`src/rtl/vr_tx_fifo.sv`:
```
// Buffered valid/ready byte source: a DEPTH-entry FIFO with occupancy reporting.
// Define VR_TX_OVF_CNT_EN to add the saturating dropped-write counter ovf_cnt_o.
module vr_tx_fifo #(
    parameter int DATA_W = 8,
    parameter int DEPTH  = 8
) (
    input  logic                     clk,
    input  logic                     rst_n,
    input  logic                     wr_en_i,
    input  logic [DATA_W-1:0]        wr_data_i,
    output logic                     full_o,
    output logic                     valid_o,
    output logic [DATA_W-1:0]        data_o,
    input  logic                     ready_i,
    output logic [$clog2(DEPTH):0]   count_o
`ifdef VR_TX_OVF_CNT_EN
    ,
    output logic [7:0]               ovf_cnt_o
`endif
);

    localparam int AW = $clog2(DEPTH);
    localparam int PW = AW + 1;

    logic [DATA_W-1:0] r_mem [DEPTH];
    logic [PW-1:0]     r_wr_ptr;
    logic [PW-1:0]     r_rd_ptr;

    logic [PW-1:0]     w_count;
    logic              w_full;
    logic              w_empty;
    logic              w_push;
    logic              w_pop;

    // Extra pointer MSB separates full (MSBs differ) from empty (pointers equal).
    assign w_count = r_wr_ptr - r_rd_ptr;
    assign w_full  = (w_count == PW'(DEPTH));
    assign w_empty = (r_wr_ptr == r_rd_ptr);
    assign w_push  = wr_en_i && !w_full;
    assign w_pop   = !w_empty && ready_i;

    always_ff @(posedge clk) begin
        if (w_push) begin
            r_mem[r_wr_ptr[AW-1:0]] <= wr_data_i;
        end
    end

    always_ff @(posedge clk or negedge rst_n) begin
        if (!rst_n) begin
            r_wr_ptr <= '0;
            r_rd_ptr <= '0;
        end else begin
            if (w_push) begin
                r_wr_ptr <= r_wr_ptr + PW'(1);
            end
            if (w_pop) begin
                r_rd_ptr <= r_rd_ptr + PW'(1);
            end
        end
    end

    assign full_o  = w_full;
    assign valid_o = !w_empty;
    assign data_o  = w_empty ? '0 : r_mem[r_rd_ptr[AW-1:0]];
    assign count_o = w_count;

`ifdef VR_TX_OVF_CNT_EN
    logic [7:0] r_ovf_cnt;

    always_ff @(posedge clk or negedge rst_n) begin
        if (!rst_n) begin
            r_ovf_cnt <= '0;
        end else if (wr_en_i && w_full && (r_ovf_cnt != 8'hFF)) begin
            r_ovf_cnt <= r_ovf_cnt + 8'd1;
        end
    end

    assign ovf_cnt_o = r_ovf_cnt;
`endif

endmodule

```
`config.mk`:
```
export PLATFORM = sky130hd
export DESIGN_NAME = vr_tx_fifo
export DESIGN_NICKNAME = d
export VERILOG_FILES = /design/src/rtl/vr_tx_fifo.sv
export SDC_FILE = /design/constraint.sdc
export NUM_CORES = 1
export LEC_CHECK = 0
export BUFFER_PORTS_ARGS = -buffer_cell sky130_fd_sc_hd__buf_4
export CAP_MARGIN = 20
export CORE_ASPECT_RATIO = 0.7
export CORE_MARGIN = 2
export CORE_UTILIZATION = 45
export CTS_CLUSTER_DIAMETER = 150
export DETAILED_ROUTE_END_ITERATION = 10
export PLACE_DENSITY = 0.69
export SKIP_CTS_REPAIR_TIMING = 1
export SYNTH_ARGS = -nofsm -noshare
export SYNTH_HDL_FRONTEND = slang
export SYNTH_SLANG_ARGS = --single-unit
```
`constraint.sdc`:
```
create_clock -name clk -period 3.9 [get_ports clk]
set_clock_uncertainty 0.2 [all_clocks]
set_input_delay 0.585 -clock clk [delete_from_list [all_inputs] [get_ports clk]]
set_output_delay 0.585 -clock clk [all_outputs]
set_load 0.01 [all_outputs]
```
# Yosys cells after proc, flatten, opt, wreduce, memory -nomap -nowiden
# Memories as Yosys holds them, arrays and structs flattened.
# Index checks and enable logic that the tools add are counted.
word_totals:
  ff_bits: 8
  ramBits: 64
  inputBits: 12
  out_inout_bits: 14
  wordCells: 15
  mem_count: 1
classes:
  add_sub_neg: 3
  eq_ne: 2
  n_mux: 3
  reduce_logical: 4
memory_table:
  columns: ["memory", "depth", "word_bits", "read_ports", "rd_ports_with_merged_regs", "write_ports", "line_no", "source"]
  rows:
  - ["r_mem", 8, 8, 1, 0, 1, "25", "logic [DATA_W-1:0] r_mem [DEPTH];"]
ops:
  columns: ["cell", "n"]
  rows:
  - ["$add 4x1->4 const B", 2]
  - ["$mux 8", 1]
  - ["$eq 4x4->1", 1]
  - ["$eq 4x4->1 const B", 1]
  - ["$sub 4x4->4", 1]
  - ["$logic_and 1x1->1", 2]
  - ["$logic_not 1->1", 2]
  - ["$mux 1", 2]

# Longest topological paths before layout
# Gate-level depths: netlist of the first run.
depth:
  word_depth: 6
  depth_mapped: 9
  ltp_nobuf: 8

# Worst setup path before layout of the first run
# Ideal clock, no wire load.
synth_path:
  path_type: "register to register"
  start: "register r_rd_ptr[2]"
  end: "memory r_mem[0][0] (enable)"
  setup_time_ns: 0.395
  t_arrival_ns: 2.729
  t_required_ns: 3.305
  setup_slack_ns: 0.577
  stages_incl_launch_ff: 8
  path_buffers: 1
  synth_period_minus_slack_ns: 3.323
  path_cell_list: "dfrtp_1 -> clkbuf_1 -> clkinv_1 -> ha_1 -> nand3b_1 -> a21oi_2 -> nor3_4 -> nor4_1"
synth_between:
  elab_chain_cells: 6
synth_rtl:
  columns: ["element", "line_no", "source"]
  rows:
  - ["from (decl)", "27", "logic [PW-1:0] r_rd_ptr;"]
  - ["from (signal assigned)", "57", "r_rd_ptr <= r_rd_ptr + PW'(1);"]
  - ["$sub 4x4->4", "36", "assign w_count = r_wr_ptr - r_rd_ptr;"]
  - ["$eq 4x4->1", "37", "assign w_full = (w_count == PW'(DEPTH));"]
  - ["net full_o", "11", "output logic full_o,"]
  - ["$logic_not 1->1", "39", "assign w_push = wr_en_i && !w_full;"]
  - ["$logic_and 1x1->1", "39", null]
  - ["$mux 1", "43", "if (w_push) begin"]
  - ["$mux 1 (not written as such)", "44", "r_mem[r_wr_ptr[AW-1:0]] <= wr_data_i;"]
  - ["to (decl)", "25", null]
# The timed path passes the listed nets, and every way through them passes these cells.

# Final worst setup path of the first run
layout_path:
  start: "register r_wr_ptr[0]"
  end: "output full_o"
layout_between:
  elab_chain_cells: 2
layout_rtl:
  columns: ["element", "line_no", "source"]
  rows:
  - ["from (decl)", "26", "logic [PW-1:0] r_wr_ptr;"]
  - ["from (signal assigned)", "54", "r_wr_ptr <= r_wr_ptr + PW'(1);"]
  - ["$sub 4x4->4", "36", null]
  - ["$eq 4x4->1", "37", null]
  - ["to (decl)", "11", null]
# Every way passes these cells.

==> impl_metrics.env, run 1 <==
export IMPL_run_status="completed"
export IMPL_synth_top_area_frac=0.627
export IMPL_antenna_cells=0
export IMPL_stdcell_area_um2=3630
export IMPL_slowest_stage="dfrtp_1"
export IMPL_yosysSeqAreaShare=0.692
export IMPL_rsz0062_at_grt="false"
export IMPL_synth_nets=190
export IMPL_htree_levels=3
export IMPL_core_area_um2=6660
export IMPL_required_ns=3.12
export IMPL_min_path_type="input port to register"
export IMPL_power_leakage_nw=1.28
export IMPL_whs_path_depth=1
export IMPL_overflow=0
export IMPL_first_pass_iters=4
export IMPL_clk_pin_slew_ns=0.07
export IMPL_synth_largest_area_cell="edfxtp_1"
export IMPL_fmax_mhz=301
export IMPL_startpoint_type="register"
export IMPL_synth_distinct_cells=37
export IMPL_path_class="register to output port"
export IMPL_placed_area_um2=3450
export IMPL_chipHeight_um=73.1
export IMPL_drive_above_1_share=0.367
export IMPL_layout_nets=234
export IMPL_dieWidth_um=103
export IMPL_routed_wl_mm=5.71
export IMPL_synthArstFlopShare=0.111
export IMPL_r2r_setup_slack_ns=1.10
export IMPL_die_area_um2=7500
export IMPL_min_to="r_mem[2][0]"
export IMPL_cts_sinks=72
export IMPL_synth_ff_type="edfxtp_1"
export IMPL_hold_viol_final=0
export IMPL_setup_tns_ns=0
export IMPL_maxSlewViolCount=0
export IMPL_synth_cells=172
export IMPL_insertion_delay_ns=0.33
export IMPL_antenna_found_initial=0
export IMPL_slowest_delay_ns=0.43
export IMPL_grt_total_usage=0.172
export IMPL_powerDensity_nw_per_um2=840
export IMPL_grt_pass1_wl_mm=8.90
export IMPL_seq_area_um2=2120
export IMPL_fillers=527
export IMPL_first_global_vias=1575
export IMPL_gp_congestion=0.827
export IMPL_wl_per_cell_um=18.1
export IMPL_cts_tree="done"
export IMPL_synth_most_common_cell="edfxtp_1"
export IMPL_portBuffers=25
export IMPL_crit_top_cell="inv_1"
export IMPL_hold_start="wr_data_i[0]"
export IMPL_drc_errors=0
export IMPL_setup_viol=0
export IMPL_vias=1624
export IMPL_irDropWorstVdd_mv=0.340
export IMPL_io_pins=26
export IMPL_multi_input_area_um2=902
export IMPL_r2r_end="r_mem[6][7]"
export IMPL_synth_area_per_cell_um2=17.8
export IMPL_synth_common_cells="edfxtp_1 (64), nand2_1 (22), mux4_2 (16)"
export IMPL_synth_area_um2=3070
export IMPL_cp_cell_sequence="inv_1 -> ha_1 -> inv_1 -> fa_1 -> xor2_1 -> or3_4 -> nor3_4 -> buf_4"
export IMPL_start_util=0.460
export IMPL_ys_ff_latch=72
export IMPL_slew_headroom=0.627
export IMPL_synthTopCellsByArea="edfxtp_1 (63%), mux4_2 (12%), dfrtp_1 (6.5%)"
export IMPL_reg2reg_from="r_wr_ptr[0]"
export IMPL_arrival_ns=2.54
export IMPL_ys_warn_count=0
export IMPL_period_needed_ns=3.33
export IMPL_routed_via_density=5.16
export IMPL_areaGrowthSynthToFinish_pct=18.4
export IMPL_ctsLongestPathBuffers=2
export IMPL_tightestPinTransition_ns=0.558
export IMPL_dp_hpwl_mm=3.84
export IMPL_grt_max_degree=20
export IMPL_end_kind="output port"
export IMPL_critical_path_peak_fanout=9
export IMPL_cts_buffers=9
export IMPL_ant_nets=0
export IMPL_cap_violations=0
export IMPL_row_count=25
export IMPL_synth_edf_count=64
export IMPL_r2r_cells=9
export IMPL_drtIter0Drc=105
export IMPL_cts_root_buf="clkbuf_8"
export IMPL_fin_crit_sh=0.853
[worst max-delay path, delay by kind of cell, from the launching register on]
kind	cells	cell delay (ns)
simple gates	2	0.74
xor+xnor	1	0.16
fa+ha+maj	2	0.54
buf+inv	3	0.34
flops	1	0.43
[per-stage QoR]
stage / total power, mW / cells / hold slack (ns) / util / worst slack, ns
after CTS: 3.09 / 314 / -0.156 / 0.543 / 0.539
final: 3.05 / 315 / 0.279 / 0.545 / 0.575
after floorplan: 2.04 / 172 / 0.0894 / - / 0.577
after detailed placement: 2.58 / 298 / 0.215 / 0.518 / 0.907
after global placement: 2.56 / 298 / 0.210 / 0.518 / 0.957
after global routing: 3.24 / 315 / 0.262 / 0.545 / 0.390
[placed cells by master (no fill, tap or decap), drive strengths merged, types with 4 or more instances in the layout]
| master | synthesis | routed |
|---|---|---|
| nand2 | 22 | 22 |
| inv | 5 | 5 |
| ha | 5 | 5 |
| mux4 | 16 | 16 |
| a21oi | 10 | 10 |
| nor3 | 4 | 4 |
| clkbuf | 1 | 15 |
| dfrtp | 8 | 8 |
| buf | 5 | 38 |
| xnor2 | 6 | 6 |
| edfxtp | 64 | 64 |
[registers in the layout, summed over array words and instances (netlist names)]
register,count
r_rd_ptr,4
r_mem,64
r_wr_ptr,4
[how the worst max path moves through the flow]
stage,slack (ns),startpoint,end,cells after the start
2_1_floorplan,0.58,r_rd_ptr[2],r_mem[0][0],7
3_3_place_gp,0.96,r_wr_ptr[0],full_o,8
3_5_place_dp,0.91,r_rd_ptr[2],full_o,6
4_1_cts,0.54,r_rd_ptr[2],full_o,6
5_1_grt,0.39,r_rd_ptr[2],full_o,6
6_report,0.57,r_wr_ptr[0],full_o,8
[kinds of logic (layout without fill, tap and decap cells)]
group / Yosys count / in the layout / synth area share
buffers and inverters: 12 / 61 / 0.0179
and+or+nand+nor: 43 / 43 / 0.0792
adders and majority gates: 6 / 6 / 0.0269
DFF: 72 / 72 / 0.692
AOI/OAI and AO/OA: 13 / 13 / 0.0326
xor gates and xnor gates: 8 / 8 / 0.0253
muxes: 18 / 18 / 0.126
[where the power goes]
part	switching, mW	internal (mW)	total, mW
Sequential	0.0892	1.00	1.09
Combinational	0.770	0.679	1.45
Clock	0.243	0.266	0.509
[per-layer routing]
metal	vias to the layer above	wire, um	track usage
met5	-	0	0
met4	0	19	0.0489
met3	2	335	0.0603
met2	46	2620	0.238
met1	817	2740	0.258
li1	759	-	-
[cell type report]
type	instances	area share
Multi-Input combinational cell	88	0.248
Clock inverter	1	0.00138
Inverter	6	0.00620
Clock buffer	15	0.0458
Timing Repair Buffer	39	0.0813
Sequential cell	72	0.584
Tap cell	94	0.0324
No activity file was read; power rests on OpenSTA's default activity.
==> inputs of run 2 (changes only) <==
- MAX_ROUTING_LAYER: default -> met4
- SETUP_SLACK_MARGIN: default -> 0.15
==> run 2 against run 1 <==
Cell area did not move. Critical path depth did not move. Via count barely moved. Count of clock-buffer cells in the layout did not move. Hold slack got worse by 0.0023 ns. Critical path type unchanged. Largest cell class unchanged. Largest power group unchanged. Highest routed layer unchanged.
==> impl_metrics.env, run 2 (synthesis results as in run 1) <==
export IMPL_setup_viol=0
export IMPL_final_cell_count_no_fill=315
export IMPL_tightestPinTransition_ns=0.560
export IMPL_vias=1625
export IMPL_portBuffers=25
export IMPL_slowest_stage="dfrtp_1"
export IMPL_hold_viol_final=0
export IMPL_cts_sinks=72
export IMPL_drive_above_1_share=0.367
export IMPL_ctsLongestPathBuffers=2
export IMPL_drtIter0Drc=121
export IMPL_finalPower_mw=3.05
export IMPL_cts_tree="done"
export IMPL_startpoint_type="register"
export IMPL_antenna_cells=0
export IMPL_die_area_um2=7500
export IMPL_clk_pin_slew_ns=0.07
export IMPL_irDropWorstVdd_mv=0.340
export IMPL_rsz0062_at_grt="false"
export IMPL_fin_util=0.545
export IMPL_largest_reg_flops=64
export IMPL_routed_via_density=5.16
export IMPL_first_global_vias=1574
export IMPL_setup_tns_ns=0
export IMPL_gp_congestion=0.840
export IMPL_worstPathBufferInverterCount=3
export IMPL_areaGrowthSynthToFinish_pct=18.4
export IMPL_dp_cells=298
export IMPL_fin_crit_sh=0.854
export IMPL_grt_pass1_wl_mm=8.89
export IMPL_cp_cell_sequence="inv_1 -> ha_1 -> inv_1 -> fa_1 -> xor2_1 -> or3_4 -> nor3_4 -> buf_4"
export IMPL_ant_nets=0
export IMPL_path_class="register to output port"
export IMPL_routed_wl_mm=5.71
export IMPL_powerDensity_nw_per_um2=840
export IMPL_start_util=0.460
export IMPL_cts_buffers=9
export IMPL_insertion_delay_ns=0.34
export IMPL_htree_levels=3
export IMPL_crit_top_cell="inv_1"
export IMPL_dieWidth_um=103
export IMPL_cts_root_buf="clkbuf_8"
export IMPL_grt_total_usage=0.178
export IMPL_drc_errors=0
export IMPL_arrival_ns=2.55
export IMPL_placed_area_um2=3450
export IMPL_layout_commonest_cell="edfxtp_1"
export IMPL_stdcell_area_um2=3630
export IMPL_wl_per_cell_um=18.1
export IMPL_pre_cts_slack_ns=0.907
export IMPL_grt_max_degree=20
export IMPL_dp_hpwl_mm=3.84
export IMPL_chipHeight_um=73.1
export IMPL_required_ns=3.12
export IMPL_run_status="completed"
export IMPL_slew_headroom=0.627
export IMPL_overflow=0
export IMPL_end_kind="output port"
export IMPL_row_count=25
export IMPL_critical_path_peak_fanout=9
export IMPL_slowest_delay_ns=0.43
export IMPL_mostFrequentLayoutCells="edfxtp_1 (64), buf_4 (38), nand2_1 (22), mux4_2 (16), clkbuf_8 (11)"
export IMPL_period_needed_ns=3.33
export IMPL_io_pins=26
export IMPL_layout_setup_ws_ns=0.568
export IMPL_core_area_um2=6660
export IMPL_whs_ns=0.276
export IMPL_fmax_mhz=300
export IMPL_critPathTopFamily="simple AND/OR/NAND/NOR gates"
export IMPL_cap_violations=0
export IMPL_layout_nets=234
export IMPL_power_leakage_nw=1.28
export IMPL_maxSlewViolCount=0
export IMPL_antenna_found_initial=0
export IMPL_first_pass_iters=5
export IMPL_min_path_type="input port to register"
## run 2: cell counts in the layout (fill, tap and decap cells not counted)
No cell type changed its count.
## run 2: path summary, 6_finish.rpt
path	start	to	slack [ns]	depth (start not counted)
max	r_wr_ptr[0]	full_o	0.57	8
min	wr_data_i[0]	r_mem[2][0]	0.28	1
max reg2reg	r_rd_ptr[2]	r_mem[6][7]	1.07	7
min reg2reg	r_wr_ptr[0]	r_wr_ptr[0]	0.35	1
max in group asynchronous	rst_n	r_rd_ptr[2]	2.96	2
min in group asynchronous	rst_n	r_wr_ptr[2]	0.40	2
## run 2: layout make-up
cell class                      instances  area [um^2]
Clock buffer                           15          166
Tap cell                               94          118
Inverter                                6         22.5
Sequential cell                        72         2120
Timing Repair Buffer                   39          295
Multi-Input combinational cell         88          902
Clock inverter                          1         5.00
Fill cell                             527         3030
## run 2: metal layers
layer	vias to the layer above	GRT usage	share of wire
met3	2	0.0632	0.065
met1	803	0.259	0.47
met2	57	0.237	0.46
met4	0	0.0489	0.0033
met5	-	-	0
li1	763	-	-
## run 2: where the power goes
part           leakage [nW]  internal, mW  switching, mW
sequential            0.675          1.00         0.0889
combinational         0.515         0.679          0.770
clock                0.0877         0.266          0.244
total                  1.28          1.95           1.10
## run 2: worst register-to-register path: cells and delay by family (launching register included)
family          cells  cell delay [ns]
fa+ha+maj           1             0.46
buf+inv             2             0.49
compound gates      1             0.37
simple gates        3             0.67
flops               1             0.35
==> inputs of run 3 (changes only) <==
- BUFFER_PORTS_ARGS: -buffer_cell sky130_fd_sc_hd__buf_4 -> -buffer_cell sky130_fd_sc_hd__buf_2
- TNS_END_PERCENT: default -> 50
==> run 3 against run 2 <==
Cell area down 1.9%. Non-clock buffer count up 1. Sequential power about the same. Count of clock-buffer cells in the layout down 3. Register-to-register slack worse by 0.07 ns. Maximum frequency down 1.0%.
==> impl_metrics.env, run 3 (synthesis results as in run 1) <==
export IMPL_run_status="completed"
export IMPL_dp_hpwl_mm=3.78
export IMPL_p_seq_frac=0.376
export IMPL_switchingPower_mw=1.08
export IMPL_die_area_um2=7500
export IMPL_dieWidth_um=103
export IMPL_drc_errors=0
export IMPL_overflow=0
export IMPL_finalPower_mw=2.91
export IMPL_switching_share=0.372
export IMPL_io_pins=26
export IMPL_wl_per_cell_um=17.6
export IMPL_cap_violations=0
export IMPL_cts_buffers=9
export IMPL_layout_commonest_cell="edfxtp_1"
export IMPL_antenna_cells=0
export IMPL_startpoint_type="register"
export IMPL_routed_via_density=5.13
export IMPL_clk_pin_slew_ns=0.07
export IMPL_critical_path_peak_fanout=9
export IMPL_powerDensity_nw_per_um2=818
export IMPL_multi_input_area_um2=902
export IMPL_grt_total_usage=0.177
export IMPL_largest_reg_flops=64
export IMPL_period_needed_ns=3.37
export IMPL_first_global_vias=1678
export IMPL_fillers=542
export IMPL_first_pass_iters=4
export IMPL_path_class="register to output port"
export IMPL_power_leakage_nw=1.25
export IMPL_cts_root_buf="clkbuf_8"
export IMPL_grt_max_degree=20
export IMPL_seq_area_um2=2120
export IMPL_min_path_type="input port to register"
export IMPL_setup_tns_ns=0
export IMPL_ctsLongestPathBuffers=2
export IMPL_start_util=0.460
export IMPL_irDropWorstVdd_mv=0.329
export IMPL_end_kind="output port"
export IMPL_areaGrowthSynthToFinish_pct=16.1
export IMPL_chipHeight_um=73.1
export IMPL_ant_nets=0
export IMPL_drtIter0Drc=119
export IMPL_routed_wl_mm=5.57
export IMPL_mostFrequentLayoutCells="edfxtp_1 (64), buf_2 (25), nand2_1 (22), mux4_2 (16), buf_4 (14)"
export IMPL_maxSlewViolCount=0
export IMPL_hold_viol_final=0
export IMPL_combPwrFrac=0.460
export IMPL_antenna_found_initial=0
export IMPL_fmax_mhz=297
export IMPL_rsz0062_at_grt="false"
export IMPL_internal_power_mw=1.83
export IMPL_layout_nets=235
export IMPL_gp_congestion=0.764
export IMPL_grt_pass1_wl_mm=9.04
export IMPL_cts_tree="done"
export IMPL_setup_viol=0
export IMPL_insertion_delay_ns=0.33
export IMPL_p_clk_frac=0.164
export IMPL_drive_above_1_share=0.365
export IMPL_slew_headroom=0.407
export IMPL_htree_levels=3
export IMPL_vias=1622
export IMPL_fin_crit_sh=0.863
export IMPL_required_ns=3.12
export IMPL_cts_sinks=72
export IMPL_portBuffers=25
export IMPL_tightestPinTransition_ns=0.886
export IMPL_arrival_ns=2.58
export IMPL_row_count=25
export IMPL_core_area_um2=6660
-- run 3: cell types whose count changed in the layout (fill, tap and decap cells not counted) --
cell and delta:
buf_4 -24, clkinv_4 +1, clkbuf_1 -1, buf_2 +25
clkinv_1 +2, clkbuf_8 -2
-- run 3: layout make-up --
| class | instances | share of cell area |
|---|---|---|
| multi-input combinational | 88 | 0.253 |
| clock inverter | 4 | 0.00597 |
| clock buffer | 12 | 0.0379 |
| sequential | 72 | 0.596 |
| inverter | 6 | 0.00632 |
| tap | 94 | 0.0330 |
| timing repair buffer | 40 | 0.0675 |
-- run 3: worst paths after layout --
| path | startpoint | to | slack [ns] | cells past startpoint |
|---|---|---|---|---|
| max in group asynchronous | rst_n | r_wr_ptr[1] | 2.91 | 2 |
| hold / removal | wr_data_i[7] | r_mem[5][7] | 0.32 | 1 |
| setup reg to reg | r_wr_ptr[0] | r_mem[7][2] | 1.00 | 8 |
| setup / recovery | r_wr_ptr[0] | full_o | 0.53 | 8 |
| min in group asynchronous | rst_n | r_rd_ptr[3] | 0.41 | 2 |
| hold reg to reg | r_wr_ptr[0] | r_wr_ptr[0] | 0.36 | 1 |
-- run 3: routing by layer --
layer | track usage | routed length, um
met3 | 0.0527 | 301
met4 | 0.0533 | 49
met1 | 0.252 | 2620
met2 | 0.249 | 2600
met5 | - | 0
-- run 3: critical path, stage by stage, from the launching register on --
cell and delay [ns]:
dfrtp_1 0.43, inv_1 0.10, ha_1 0.17, inv_1 0.05, fa_1 0.37, xor2_1 0.17, or3_4 0.39, nor3_4 0.36
buf_2 0.22
-- run 3: per-stage QoR --
stage                util  cells  area (um^2)  setup slack (ns)  hold WS [ns]
floorplan               -    172         3070             0.577        0.0894
global placement    0.509    299         3390             0.954         0.239
detailed placement  0.509    299         3390             0.896         0.239
CTS                 0.533    315         3550             0.518        -0.133
global route        0.534    316         3560             0.385         0.314
finish              0.534    316         3560             0.533         0.319
-- run 3: power by group through the flow --
stage	clock [mW]	sequential [mW]	combinational, mW
2_1_floorplan	0	1.07	0.967
3_3_place_gp	0	1.10	1.35
3_5_place_dp	0	1.11	1.37
4_1_cts	0.491	1.10	1.37
5_1_grt	0.524	1.11	1.49
6_report	0.478	1.09	1.34
